**src/rtl/pipe_stage_chain_if.sv**
```systemverilog
// Handshake and payload bundle for pipe_stage_chain: input side (in_*) and output side (out_*).
// master is the surrounding pipeline (drives in_valid/in_*/out_ready); slave is the chain itself.
interface pipe_stage_chain_if #(
    parameter int DATA_W = 128,
    parameter int CTRL_W = 16
);
    logic              in_valid;
    logic              in_ready;
    logic [CTRL_W-1:0] in_ctrl;
    logic [DATA_W-1:0] in_data;
    logic              out_valid;
    logic              out_ready;
    logic [CTRL_W-1:0] out_ctrl;
    logic [DATA_W-1:0] out_data;

    modport master (
        output in_valid, in_ctrl, in_data, out_ready,
        input  in_ready, out_valid, out_ctrl, out_data
    );

    modport slave (
        input  in_valid, in_ctrl, in_data, out_ready,
        output in_ready, out_valid, out_ctrl, out_data
    );
endinterface

```
**src/rtl/pipe_stage_chain.sv**
```systemverilog
// DEPTH-stage valid/ready pipeline register chain with per-stage flush, stall and sticky halt.
// Define PIPE_COLLAPSE_EN for bubble collapsing; when undefined all stages advance in lockstep.
module pipe_stage_chain #(
    parameter int  DATA_W   = 128,
    parameter int  CTRL_W   = 16,
    parameter int  DEPTH    = 1,
    parameter int  HALT_BIT = CTRL_W - 1,
    localparam int OCC_W    = $clog2(DEPTH + 1)
) (
    input  logic              CLK,
    input  logic              nRST,
    pipe_stage_chain_if.slave bus,
    input  logic [DEPTH-1:0]  flush,
    output logic [OCC_W-1:0]  occupancy,
    output logic              halted
);
    logic [DEPTH-1:0]  valid_reg;
    logic [CTRL_W-1:0] ctrl_reg [DEPTH];
    logic [DATA_W-1:0] data_reg [DEPTH];
    logic              halted_reg;

    logic [DEPTH-1:0]  ev;
    logic [DEPTH-1:0]  src_valid;
    logic [CTRL_W-1:0] src_ctrl [DEPTH];
    logic [DATA_W-1:0] src_data [DEPTH];
    logic [DEPTH:0]    acc;    // acc[i]: stage i loads from its source; acc[DEPTH]: output side drains
    logic [DEPTH-1:0]  ready;

    genvar gi;
    generate
        for (gi = 0; gi < DEPTH; gi++) begin : g_src
            assign ev[gi] = valid_reg[gi] & ~flush[gi];
            if (gi == 0) begin : g_head
                assign src_valid[gi] = bus.in_valid & ~halted_reg;
                assign src_ctrl[gi]  = bus.in_ctrl;
                assign src_data[gi]  = bus.in_data;
            end else begin : g_body
                assign src_valid[gi] = ev[gi-1];
                assign src_ctrl[gi]  = ctrl_reg[gi-1];
                assign src_data[gi]  = data_reg[gi-1];
            end
        end
    endgenerate

    // A flushed stage refuses its upstream neighbour so the neighbour's entry is held, not lost.
    always_comb begin
        acc   = '0;
        ready = '0;
`ifdef PIPE_COLLAPSE_EN
        acc[DEPTH] = bus.out_ready;
`else
        acc[DEPTH] = bus.out_ready | ~ev[DEPTH-1];
`endif
        for (int k = DEPTH - 1; k >= 0; k--) begin
`ifdef PIPE_COLLAPSE_EN
            ready[k] = ~ev[k] | acc[k+1];
`else
            ready[k] = acc[k+1];
`endif
            acc[k] = ready[k] & ~flush[k];
        end
    end

    always_ff @(posedge CLK or negedge nRST) begin
        if (!nRST) begin
            valid_reg <= '0;
            for (int k = 0; k < DEPTH; k++) begin
                ctrl_reg[k] <= '0;
                data_reg[k] <= '0;
            end
        end else begin
            for (int k = 0; k < DEPTH; k++) begin
                if (flush[k]) begin
                    valid_reg[k] <= 1'b0;
                    ctrl_reg[k]  <= '0;
                end else if (acc[k]) begin
                    valid_reg[k] <= src_valid[k];
                    if (src_valid[k]) begin
                        ctrl_reg[k] <= src_ctrl[k];
                        data_reg[k] <= src_data[k];
                    end else begin
                        ctrl_reg[k] <= '0;
                    end
                end
            end
        end
    end

    always_ff @(posedge CLK or negedge nRST) begin
        if (!nRST) begin
            halted_reg <= 1'b0;
        end else if (ev[DEPTH-1] & bus.out_ready & ctrl_reg[DEPTH-1][HALT_BIT]) begin
            halted_reg <= 1'b1;
        end
    end

    always_comb begin
        occupancy = '0;
        for (int k = 0; k < DEPTH; k++) begin
            occupancy = occupancy + OCC_W'(valid_reg[k]);
        end
    end

    assign bus.in_ready  = acc[0] & ~halted_reg;
    assign bus.out_valid = ev[DEPTH-1];
    assign bus.out_ctrl  = ev[DEPTH-1] ? ctrl_reg[DEPTH-1] : '0;
    assign bus.out_data  = data_reg[DEPTH-1];
    assign halted        = halted_reg;
endmodule

```
**src/flat_wrapper.sv**
```systemverilog
// flat-port wrapper written by rule: the top's interface ports become plain ports
module pipe_stage_chain_flat 
#(
    parameter int  DATA_W   = 128,
    parameter int  CTRL_W   = 16,
    parameter int  DEPTH    = 1,
    parameter int  HALT_BIT = CTRL_W - 1,
    localparam int OCC_W    = $clog2(DEPTH + 1)
)
  (CLK, nRST, flush, occupancy, halted, bus_in_valid, bus_in_ctrl, bus_in_data, bus_out_ready, bus_in_ready, bus_out_valid, bus_out_ctrl, bus_out_data);
  pipe_stage_chain_if #(.DATA_W(DATA_W), .CTRL_W(CTRL_W)) bus_i ();
  input  logic CLK;
  input  logic nRST;
  input  logic [DEPTH-1:0] flush;
  output logic [OCC_W-1:0] occupancy;
  output logic halted;
  input wire logic [$bits(bus_i.in_valid)-1:0] bus_in_valid;
  input wire logic [$bits(bus_i.in_ctrl)-1:0] bus_in_ctrl;
  input wire logic [$bits(bus_i.in_data)-1:0] bus_in_data;
  input wire logic [$bits(bus_i.out_ready)-1:0] bus_out_ready;
  output wire logic [$bits(bus_i.in_ready)-1:0] bus_in_ready;
  output wire logic [$bits(bus_i.out_valid)-1:0] bus_out_valid;
  output wire logic [$bits(bus_i.out_ctrl)-1:0] bus_out_ctrl;
  output wire logic [$bits(bus_i.out_data)-1:0] bus_out_data;
  assign bus_i.in_valid = bus_in_valid;
  assign bus_i.in_ctrl = bus_in_ctrl;
  assign bus_i.in_data = bus_in_data;
  assign bus_i.out_ready = bus_out_ready;
  assign bus_in_ready = bus_i.in_ready;
  assign bus_out_valid = bus_i.out_valid;
  assign bus_out_ctrl = bus_i.out_ctrl;
  assign bus_out_data = bus_i.out_data;
  pipe_stage_chain #(.DATA_W(DATA_W), .CTRL_W(CTRL_W), .DEPTH(DEPTH), .HALT_BIT(HALT_BIT)) u_core (.CLK(CLK), .nRST(nRST), .bus(bus_i), .flush(flush), .occupancy(occupancy), .halted(halted));
endmodule
```
**config.mk**
```make
export PLATFORM = sky130hd
export DESIGN_NAME = pipe_stage_chain_flat
export DESIGN_NICKNAME = d
export VERILOG_FILES = /design/src/rtl/pipe_stage_chain_if.sv /design/src/rtl/pipe_stage_chain.sv /design/src/flat_wrapper.sv
export SDC_FILE = /design/constraint.sdc
export NUM_CORES = 1
export LEC_CHECK = 0
export CAP_MARGIN = 30
export CORE_ASPECT_RATIO = 0.9
export CORE_UTILIZATION = 39
export CTS_CLUSTER_DIAMETER = 50
export DETAILED_ROUTE_END_ITERATION = 7
export PLACE_DENSITY = 0.8
export SYNTH_ARGS = -nofsm -noshare
export SYNTH_HDL_FRONTEND = slang
export SYNTH_SLANG_ARGS = --single-unit
```
**constraint.sdc**
```tcl
create_clock -name CLK -period 2.3 [get_ports CLK]
set_clock_uncertainty 0.15 [all_clocks]
set_input_delay 0.23 -clock CLK [delete_from_list [all_inputs] [get_ports CLK]]
set_output_delay 0.23 -clock CLK [all_outputs]
set_load 0.03 [all_outputs]
```
Word level (Yosys, flattened, before mapping) --
Index checks and enable logic that the tools add are counted.
Word-level totals: input bits 149, logic and storage cells 22, register bits 146, RAM bits 0, latch bits 0, bits in read-only memories 0, memories 0, output and inout bits 148
Operators by class: $add $sub $neg 0, reductions and logical operators 2, order comparisons 0, mux-type cells 6, equal/unequal tests 0, shift-type cells 0, bitwise operators 10, multiply operators 0, divide/modulo/power cells 0
Operators by type and width (count):
- 2-to-1 mux 16 bit | 4
- bitwise AND 1 bit | 6
- NOT 1 bit | 3
- AND reduction 3 bit | 1
- 2-to-1 mux 1 bit | 2
- nonzero test 2 bit | 1
- bitwise OR 1 bit | 1

Longest topological paths before layout --
Gate-level depths: netlist of the first run.
word-level depth 7, gate-level depth with buffers 6, gate-level depth less buffers 3

Worst setup path after synthesis of the first run --
Ideal clock, no wire load.
path type reg-to-output, start register u_core.valid_reg, end output bus_out_ctrl[10], cell stages (with the launch flop) 4, path buffers 1, path slack 0.291 ns, arrival time 1.629 ns, path through dfrtp_1 -> nor2b_1 -> clkbuf_1 -> and2_1
Between the ends: longest elaborated chain between the ends 2
RTL lines:
- start: declaration | RTL line pipe_stage_chain.sv:17 | logic [DEPTH-1:0] valid_reg;
- start signal: indexed assignment | RTL line pipe_stage_chain.sv:77 | valid_reg[k] <= src_valid[k];
- bitwise AND 1 bit | RTL line pipe_stage_chain.sv:32 | assign ev[gi] = valid_reg[gi] & ~flush[gi];
- named net bus_out_valid | RTL line flat_wrapper.sv:22 | output wire logic [$bits(bus_i.out_valid)-1:0] bus_out_valid;
- 2-to-1 mux 16 bit | RTL line pipe_stage_chain.sv:106 | assign bus.out_ctrl = ev[DEPTH-1] ? ctrl_reg[DEPTH-1] : '0;
- end: declaration | RTL line flat_wrapper.sv:23 | output wire logic [$bits(bus_i.out_ctrl)-1:0] bus_out_ctrl;
The timed path passes the listed nets, and every way through them passes these cells.

Final worst setup path of the first run --
start input flush, end output bus_out_ctrl[8]
Between the ends: longest elaborated chain between the ends 3
RTL lines:
- start: declaration | RTL line flat_wrapper.sv:14 | input logic [DEPTH-1:0] flush;
- NOT 1 bit | RTL line pipe_stage_chain.sv:32
- bitwise AND 1 bit | RTL line pipe_stage_chain.sv:32
- 2-to-1 mux 16 bit | RTL line pipe_stage_chain.sv:106
No other way between the ends.

==> results.toml, run 1 <==
[cts]
cts_buffers = 17
clk_pin_slew_worst_paths_ns = 0.06
cts_tree = "done"
insertion_delay_ns = 0.41
clock_path_buffers = 2
htreeDepth = 4
cts.sinks = 146
post-cts-setup-buffers = 0
cts_root_buffer = "clkbuf_16"

[global_routing]
use_met1_pct = 23.5
grt_pass1_vias = 4312
grtUsageTotal_pct = 21.1
antenna_found_initial = 0
grt.met3_usage_pct = 7.88
grt_pass1_wl_mm = 23.4
overflow = 0
top_usage_layer = "met2"
grt_start_max_net_pins = 77
use_met2_pct = 37.1

[pwr]
power_leakage_nw = 4.06
ir_drop_mv = 0.597
powerDensity_nw_per_um2 = 1030

[critical_path]
cp_slowest_cell = "clkdlybuf4s50_1"
crit_top_cell = "buf_4"
crit_family = "buffers and inverters"
path_buf_inv = 4
startpoint_type = "input port"
critPathMaxStageDelay_ns = 0.52
crit_arrival_ns = 1.75
worst_ep_required_time_ns = 1.92
path_class = "input port to primary output"
endpoint_kind = "primary output"
path_cells = "clkdlybuf4s50_1 -> buf_4 -> nor2b_1 -> buf_4 -> and2_1 -> buf_4"
path_max_fanout = 14

[finish]
fin_nets = 793
final_common_cell = "clkdlybuf4s50_1"
syn_to_final_growth_pct = 68.8
finalNonFillerCells = 850
final.fill_count = 1000
layout-drive-gt1-share_pct = 29.7
n_antenna_cell = 0
final_cell_mix = "clkdlybuf4s50_1 (277), dfrtp_1 (146), mux2_2 (95)"
largest_register_ffs = 128

[floorplan]
rows = 41
fp.dieW_um = 129
start_util_pct = 40.1
fp.dieH_um = 116
die-area_um2 = 15000
ios = 297
core-area_um2 = 14100

[yosys]
yosysSeqAreaShare_pct = 64.7
yosys.area.top_type_share_pct = 64.7
synth_cells = 330
ys_warn_count = 0
synth_cell_types = 14
synthTopCellsByArea = "dfrtp_1 (65%), mux2_2 (19%), mux2_4 (8.8%), a22o_1 (2.5%), and2_1 (1.8%)"
yosys.area.top_type = "dfrtp_1"
syn_nets = 479
synth_area_um2 = 5640
syn_avg_cell_area_um2 = 17.1
ys_seq_elements = 146

[placed_design]
dp.cells = 817
post-dp-hpwl_mm = 11.4
port_buffers = 296
globalplace.congestion = 0.719

[route]
drc = 0
finalWirelength_mm = 15.2
drt-initial-drc-count = 86
avgRoutedWirePerCell_um = 17.9
dr.pass1.iters = 4
routed-via-count = 4009
ant_nets = 0
viasPerCell = 4.72

[sta]
fmax_mhz = 470
hold_viol = 0
final.setup.tns_ns = 0
period_share_pct = 92.5
drv_slew = 0
post-route-min-period_ns = 2.13
rsz0062_at_grt = "no"
worst_pin_slew_ns = 0.411
slew_headroom_pct = 72.6
worst_hold_slack_ns = 0.208
setup_viol = 0

[status]
status = "completed"

[flow_run]
max_cap_violations = 0

[min_path]
hold_class = "input port to async pin"
==> path summary, 6_finish.rpt <==
kind / start / slack (ns) / depth (start not counted) / to
worst max-delay path: flush / 0.17 / 6 / bus_out_ctrl[8]
worst min-delay path: nRST / 0.21 / 3 / u_core.bus.out_data[90]$_DFFE_PN0P_
worst max register to register: u_core.valid_reg$_DFFE_PN0P_ / 0.40 / 5 / u_core.bus.out_data[69]$_DFFE_PN0P_
worst min register to register: u_core.bus.out_data[15]$_DFFE_PN0P_ / 0.36 / 1 / u_core.bus.out_data[15]$_DFFE_PN0P_
max in group asynchronous: nRST / 1.43 / 3 / u_core.bus.out_data[78]$_DFFE_PN0P_
min in group CLK: bus_in_ctrl[7] / 0.26 / 2 / u_core.ctrl_reg[7]$_DFFE_PN0P_
==> power breakdown <==
group | leakage [nW] | internal [mW] | switching, mW | total [mW]
registers | 1.73 | 3.14 | 0.332 | 3.47
logic | 2.04 | 1.75 | 1.78 | 3.54
clock network | 0.285 | 1.64 | 1.12 | 2.76
==> synthesized netlist by cell type <==
cell,instances
nor2b_1,1
mux2_4,33
a21o_1,1
clkbuf_1,2
and2_1,16
nor3_1,1
dfrtp_1,146
a22o_1,16
or2_1,1
mux2_2,95
buf_6,6
nor4b_2,1
buf_2,10
nor3b_4,1
==> metrics by stage <==
step | worst slack (ns) | instance area [µm²] | utilization, % | power (mW)
floorplan | 0.291 | 5640 | - | 5.34
global placement | 0.0577 | 8920 | 63.5 | 6.97
detailed placement | 0.0163 | 8920 | 63.5 | 7.07
CTS | 0.0320 | 9520 | 67.7 | 9.87
global route | 0.0771 | 9520 | 67.8 | 10.2
finish | 0.173 | 9520 | 67.8 | 9.77
==> worst reg2reg max path: cells and delay by family (launching register included) <==
kind          cells  cell delay [ns]
buf+inv           2             0.43
flops             1             0.39
mux               1             0.37
simple gates      2             0.44
==> layout make-up <==
| type | count | area [µm²] | area share (%) |
|---|---|---|---|
| multi-input combinational | 166 | 1870 | 19.7 |
| tap | 193 | 241 | 2.54 |
| timing repair buffer | 313 | 3170 | 33.3 |
| sequential | 146 | 3650 | 38.4 |
| clock inverter | 13 | 146 | 1.54 |
| clock buffer | 19 | 443 | 4.65 |
==> cell families (layout without fill, tap and decap cells) <==
| group | count (synthesis) | in the layout | share of synthesized area [%] |
|---|---|---|---|
| muxes | 128 | 128 | 27.7 |
| and+or+nand+nor | 21 | 21 | 2.68 |
| buffers and inverters | 18 | 345 | 2.22 |
| DFF | 146 | 146 | 64.7 |
| AOI/OAI and AO/OA | 17 | 17 | 2.62 |
==> layer usage <==
| metal | routed length, µm | up-vias |
|---|---|---|
| li1 | - | 1799 |
| met1 | 5780 | 1988 |
| met2 | 7870 | 199 |
| met3 | 1290 | 23 |
| met4 | 287 | 0 |
| met5 | 0 | - |
==> repair_timing <==
item | CTS | global route
hold buffers | 1 | 0
hold endpoints to repair | 146 | 0
resized for setup | 0 | 1
setup endpoints to repair | 0 | 1
No activity file was read; power rests on OpenSTA's default activity.
==> inputs of run 2 (changes only) <==
- CORE_UTILIZATION: 39 -> 41
- CTS_BUF_LIST: not set -> sky130_fd_sc_hd__clkbuf_2
- CTS_CLUSTER_SIZE: not set -> 24
- PLACE_DENSITY: 0.8 -> 0.83
==> results.toml, run 2 (synthesis gave the netlist of run 1 again) <==
[sta]
post-route-min-period_ns = 2.20
setup_viol = 0
worst_pin_slew_ns = 0.621
final.setup.tns_ns = 0
fin_ws_ns = 0.101
slew_headroom_pct = 58.6
worst_hold_slack_ns = 0.338
drv_slew = 0
rsz0062_at_grt = "yes"
fmax_mhz = 455
period_share_pct = 95.6
hold_viol = 0

[cts]
clock_path_buffers = 2
cts_tree = "done"
cts_buffers = 17
htreeDepth = 4
clk_pin_slew_worst_paths_ns = 0.20
cts.sinks = 146
insertion_delay_ns = 0.73
cts_root_buffer = "clkbuf_2"

[pwr]
powerDensity_nw_per_um2 = 808
total_power_mw = 8.90
power_leakage_nw = 5.67
ir_drop_mv = 0.498

[critical_path]
worst_ep_required_time_ns = 1.92
cp_slowest_cell = "clkdlybuf4s50_1"
r2r_start = "u_core.valid_reg$_DFFE_PN0P_"
r2r_end = "u_core.bus.out_data[56]$_DFFE_PN0P_"
r2r_cells = 6
critPathMaxStageDelay_ns = 0.67
ff2ff_setup_slack_ns = 0.15
path_cells = "clkdlybuf4s50_1"
path_buf_inv = 1
startpoint_type = "flop"
path_max_fanout = 2
crit_arrival_ns = 1.82
path_class = "flop to primary output"
endpoint_kind = "primary output"
crit_family = "buffers and inverters"

[route]
routed-via-count = 4790
ant_nets = 0
finalWirelength_mm = 20.6
viasPerCell = 4.88
drc = 20
drt-initial-drc-count = 212
dr.pass1.iters = 8
avgRoutedWirePerCell_um = 21.0

[finish]
final.fill_count = 630
layout-drive-gt1-share_pct = 26.0
largest_register_ffs = 128
syn_to_final_growth_pct = 95.3
final_common_cell = "clkdlybuf4s50_1"
multi_input_area_um2 = 1900
fin_nets = 948
seq_area_um2 = 3650
final_cell_mix = "clkdlybuf4s50_1 (158), dlygate4sd3_1 (148), dfrtp_1 (146)"

[min_path]
hold_class = "input port to flop"
holdPathEnd = "u_core.ctrl_reg[15]$_DFFE_PN0P_"
hold_start = "bus_out_ready"
min_delay_path_depth = 4

[placed_design]
globalplace.congestion = 0.733
post-dp-hpwl_mm = 11.2
detailedPlace.worstSlack_ns = -0.0493
port_buffers = 296

[floorplan]
fp.dieH_um = 113
start_util_pct = 42.1
rows = 40
fp.dieW_um = 126
ios = 297
die-area_um2 = 14200
core-area_um2 = 13400

[flow_run]
max_cap_violations = 0

[global_routing]
grt_start_max_net_pins = 77
grtUsageTotal_pct = 27.2
overflow = 0
antenna_found_initial = 1
grt_pass1_vias = 5280
grt_pass1_wl_mm = 28.8

[status]
violations = "DRC"
status = "finished, violations left"
-- run 2: cell count changes in the layout (fill, tap and decap cells not counted), sizes merged --
cell | previous run | this run
buf | 34 | 43
bufinv | 2 | 4
clkbuf | 19 | 20
clkdlybuf4s50 | 277 | 158
clkinv | 4 | 6
diode | 0 | 1
dlygate4sd2 | 0 | 2
dlygate4sd3 | 1 | 148
dlymetal6s2s | 1 | 117
inv | 5 | 0
-- run 2: how the worst max path moves through the flow --
stage	start	to	slack (ns)	depth (start not counted)
final	u_core.bus.out_data[39]$_DFFE_PN0P_	bus_out_data[39]	0.10	1
after global routing	u_core.valid_reg$_DFFE_PN0P_	bus_out_ctrl[8]	-0.05	4
after CTS	u_core.valid_reg$_DFFE_PN0P_	bus_out_ctrl[15]	-0.03	4
after detailed placement	flush	u_core.bus.out_data[60]$_DFFE_PN0P_	-0.05	6
after global placement	flush	u_core.bus.out_data[37]$_DFFE_PN0P_	-0.009	6
after floorplan	u_core.valid_reg$_DFFE_PN0P_	bus_out_ctrl[10]	0.29	3
-- run 2: metrics by stage --
stage	instances	area (µm²)	util (%)
5_1_grt	981	11000	82.1
4_1_cts	978	10600	79.3
3_3_place_gp	798	8900	66.3
6_report	981	11000	82.1
3_5_place_dp	798	8900	66.3
2_1_floorplan	330	5640	-
-- run 2: where the power goes --
group          internal [mW]  switching, mW  leakage [nW]
Clock                  0.714          0.931         0.161
Combinational           1.84           1.93          3.78
Sequential              3.13          0.355          1.73
Total                   5.68           3.22          5.67
-- run 2: what timing repair did --
action | in CTS | in global routing
endpoints found under the hold margin | 291 | 0
setup buffers | 0 | 1
endpoints found under the setup margin | 5 | 134
resized for setup | 6 | 139
hold buffers | 148 | 0
-- run 2: layout make-up --
cell class / count / area share [%]
tap: 168 / 1.91
antenna: 1 / 0.0227
clock buffer: 20 / 0.908
timing repair buffer: 468 / 45.3
multi-input combinational: 166 / 17.2
clock inverter: 12 / 1.49
sequential: 146 / 33.2
-- run 2: worst register-to-register path, stage by stage, from the launching register on --
cell,delay [ns]
dfrtp_1,0.45
nor3b_4,0.17
buf_4,0.16
nor4b_4,0.30
buf_4,0.20
buf_12,0.22
mux2_2,0.42
-- run 2: metal layers --
metal | vias to the layer above | GRT usage [%] | part of all wire (%)
li1 | 2110 | - | -
met4 | 0 | 12.8 | 4.3
met2 | 237 | 49.1 | 53
met1 | 2378 | 28.9 | 36
met5 | - | 0 | 0
met3 | 65 | 8.65 | 6.3
==> inputs of run 3 (changes only) <==
- CORE_UTILIZATION: 41 -> 42
- CTS_CLUSTER_SIZE: 24 -> not set
- PLACE_DENSITY: 0.83 -> 0.85
- clock period: 2.3 -> 2.75 ns (I/O delays scaled with it)
==> results.toml, run 3 (synthesis gave the netlist of run 1 again) <==
[placed_design]
dp.cells = 783
globalplace.congestion = 0.775
post-dp-hpwl_mm = 11.1
detailedPlace.worstSlack_ns = 0.218
port_buffers = 296

[sta]
post-route-min-period_ns = 2.45
setup_viol = 0
fmax_mhz = 408
period_share_pct = 89.1
hold_viol = 0
rsz0062_at_grt = "no"
worst_pin_slew_ns = 0.457
fin_ws_ns = 0.299
drv_slew = 0
final.setup.tns_ns = 0
slew_headroom_pct = 69.5

[route]
avgRoutedWirePerCell_um = 20.8
drc = 0
finalWirelength_mm = 20.0
drt-initial-drc-count = 229
dr.pass1.iters = 4
viasPerCell = 4.90
ant_nets = 0
routed-via-count = 4698

[finish]
largest_register_ffs = 128
n_antenna_cell = 0
syn_to_final_growth_pct = 84.5
utilization_pct = 80.8
finalNonFillerCells = 959
final_common_cell = "clkdlybuf4s50_1"
final_cell_mix = "clkdlybuf4s50_1 (278), dfrtp_1 (146), dlygate4sd3_1 (143)"
layout-drive-gt1-share_pct = 23.3
fin_nets = 931

[global_routing]
antenna_found_initial = 0
grt_start_max_net_pins = 68
grt_pass1_vias = 5354
grtUsageTotal_pct = 29.7
overflow = 0
grt_pass1_wl_mm = 29.9

[floorplan]
die-area_um2 = 13900
fp.dieH_um = 112
rows = 39
start_util_pct = 43.8
ios = 297
fp.dieW_um = 124
core-area_um2 = 12900

[pwr]
swShare_pct = 37.1
p_switching_mw = 2.66
total_power_mw = 7.18
power_leakage_nw = 4.45
seqPwrFrac_pct = 40.9
combPwrFrac_pct = 44.2
clkPwrFrac_pct = 14.9
powerDensity_nw_per_um2 = 690
ir_drop_mv = 0.465
internal_power_mw = 4.52

[critical_path]
ff2ff_setup_slack_ns = 0.62
crit_arrival_ns = 2.03
path_max_fanout = 4
path_class = "flop to primary output"
startpoint_type = "flop"
worst_ep_required_time_ns = 2.33
endpoint_kind = "primary output"

[cts]
htreeDepth = 4
cts_root_buffer = "clkbuf_2"
cts_buffers = 17
cts_tree = "done"
insertion_delay_ns = 0.67
cts.sinks = 146
clk_pin_slew_worst_paths_ns = 0.18
clock_path_buffers = 2

[status]
status = "completed"

[flow_run]
max_cap_violations = 0

[min_path]
hold_class = "input port to flop"
run 3: power groups by stage:
stage | Combinational, mW | Sequential (mW) | Clock, mW
2_1_floorplan | 0.623 | 3.84 | 0
3_3_place_gp | 2.89 | 2.90 | 0
3_5_place_dp | 2.95 | 2.93 | 0
4_1_cts | 3.13 | 2.89 | 1.06
5_1_grt | 3.30 | 2.99 | 1.18
6_report | 3.18 | 2.94 | 1.07
run 3: path summary, 6_finish.rpt:
| path | from | endpoint | cells past startpoint |
|---|---|---|---|
| worst max-delay path | u_core.valid_reg$_DFFE_PN0P_ | bus_in_ready | 3 |
| worst min-delay path | bus_in_ctrl[14] | u_core.ctrl_reg[14]$_DFFE_PN0P_ | 2 |
| worst max register to register | u_core.valid_reg$_DFFE_PN0P_ | u_core.bus.out_data[2]$_DFFE_PN0P_ | 5 |
| max in group asynchronous | nRST | u_core.bus.out_data[25]$_DFFE_PN0P_ | 4 |
| worst min register to register | u_core.ctrl_reg[13]$_DFFE_PN0P_ | u_core.ctrl_reg[13]$_DFFE_PN0P_ | 1 |
| min in group asynchronous | nRST | u_core.bus.out_data[54]$_DFFE_PN0P_ | 4 |
run 3: repair_timing:
item | in CTS | in global routing
resized for setup | 1 | 0
endpoints found under the setup margin | 1 | 0
setup buffers | 0 | 0
hold buffers | 144 | 0
endpoints found under the hold margin | 287 | 0
run 3: final cells by class:
class	count	area, µm²
repair buffers	451	4500
clock buffers	22	110
clock inverters	10	67.6
flip-flops and latches	146	3650
fillers	673	2470
multi-input cells	166	1870
well taps	164	205
run 3: metal layers:
layer / part of all wire [%] / wire [µm] / vias to the layer above / GRT usage, %
met4: 4.0 / 796 / 0 / 14.0
met5: 0 / 0 / - / 0
met1: 35 / 7010 / 2326 / 30.2
met3: 6.7 / 1330 / 59 / 8.35
li1: - / - / 2069 / -
met2: 54 / 10800 / 244 / 54.6
run 3: through the flow:
step | instance area (µm²) | hold WS, ns
2_1_floorplan | 5640 | -0.171
3_3_place_gp | 8780 | 0.158
3_5_place_dp | 8780 | 0.167
4_1_cts | 10400 | 0.00208
5_1_grt | 10400 | 0.00349
6_report | 10400 | 0.0869
run 3: critical path, stage by stage, from the launching register on:
cell and delay (ns):
dfrtp_1 0.45, nor3b_4 0.19, nor3_1 0.27, dlygate4sd2_1 0.45
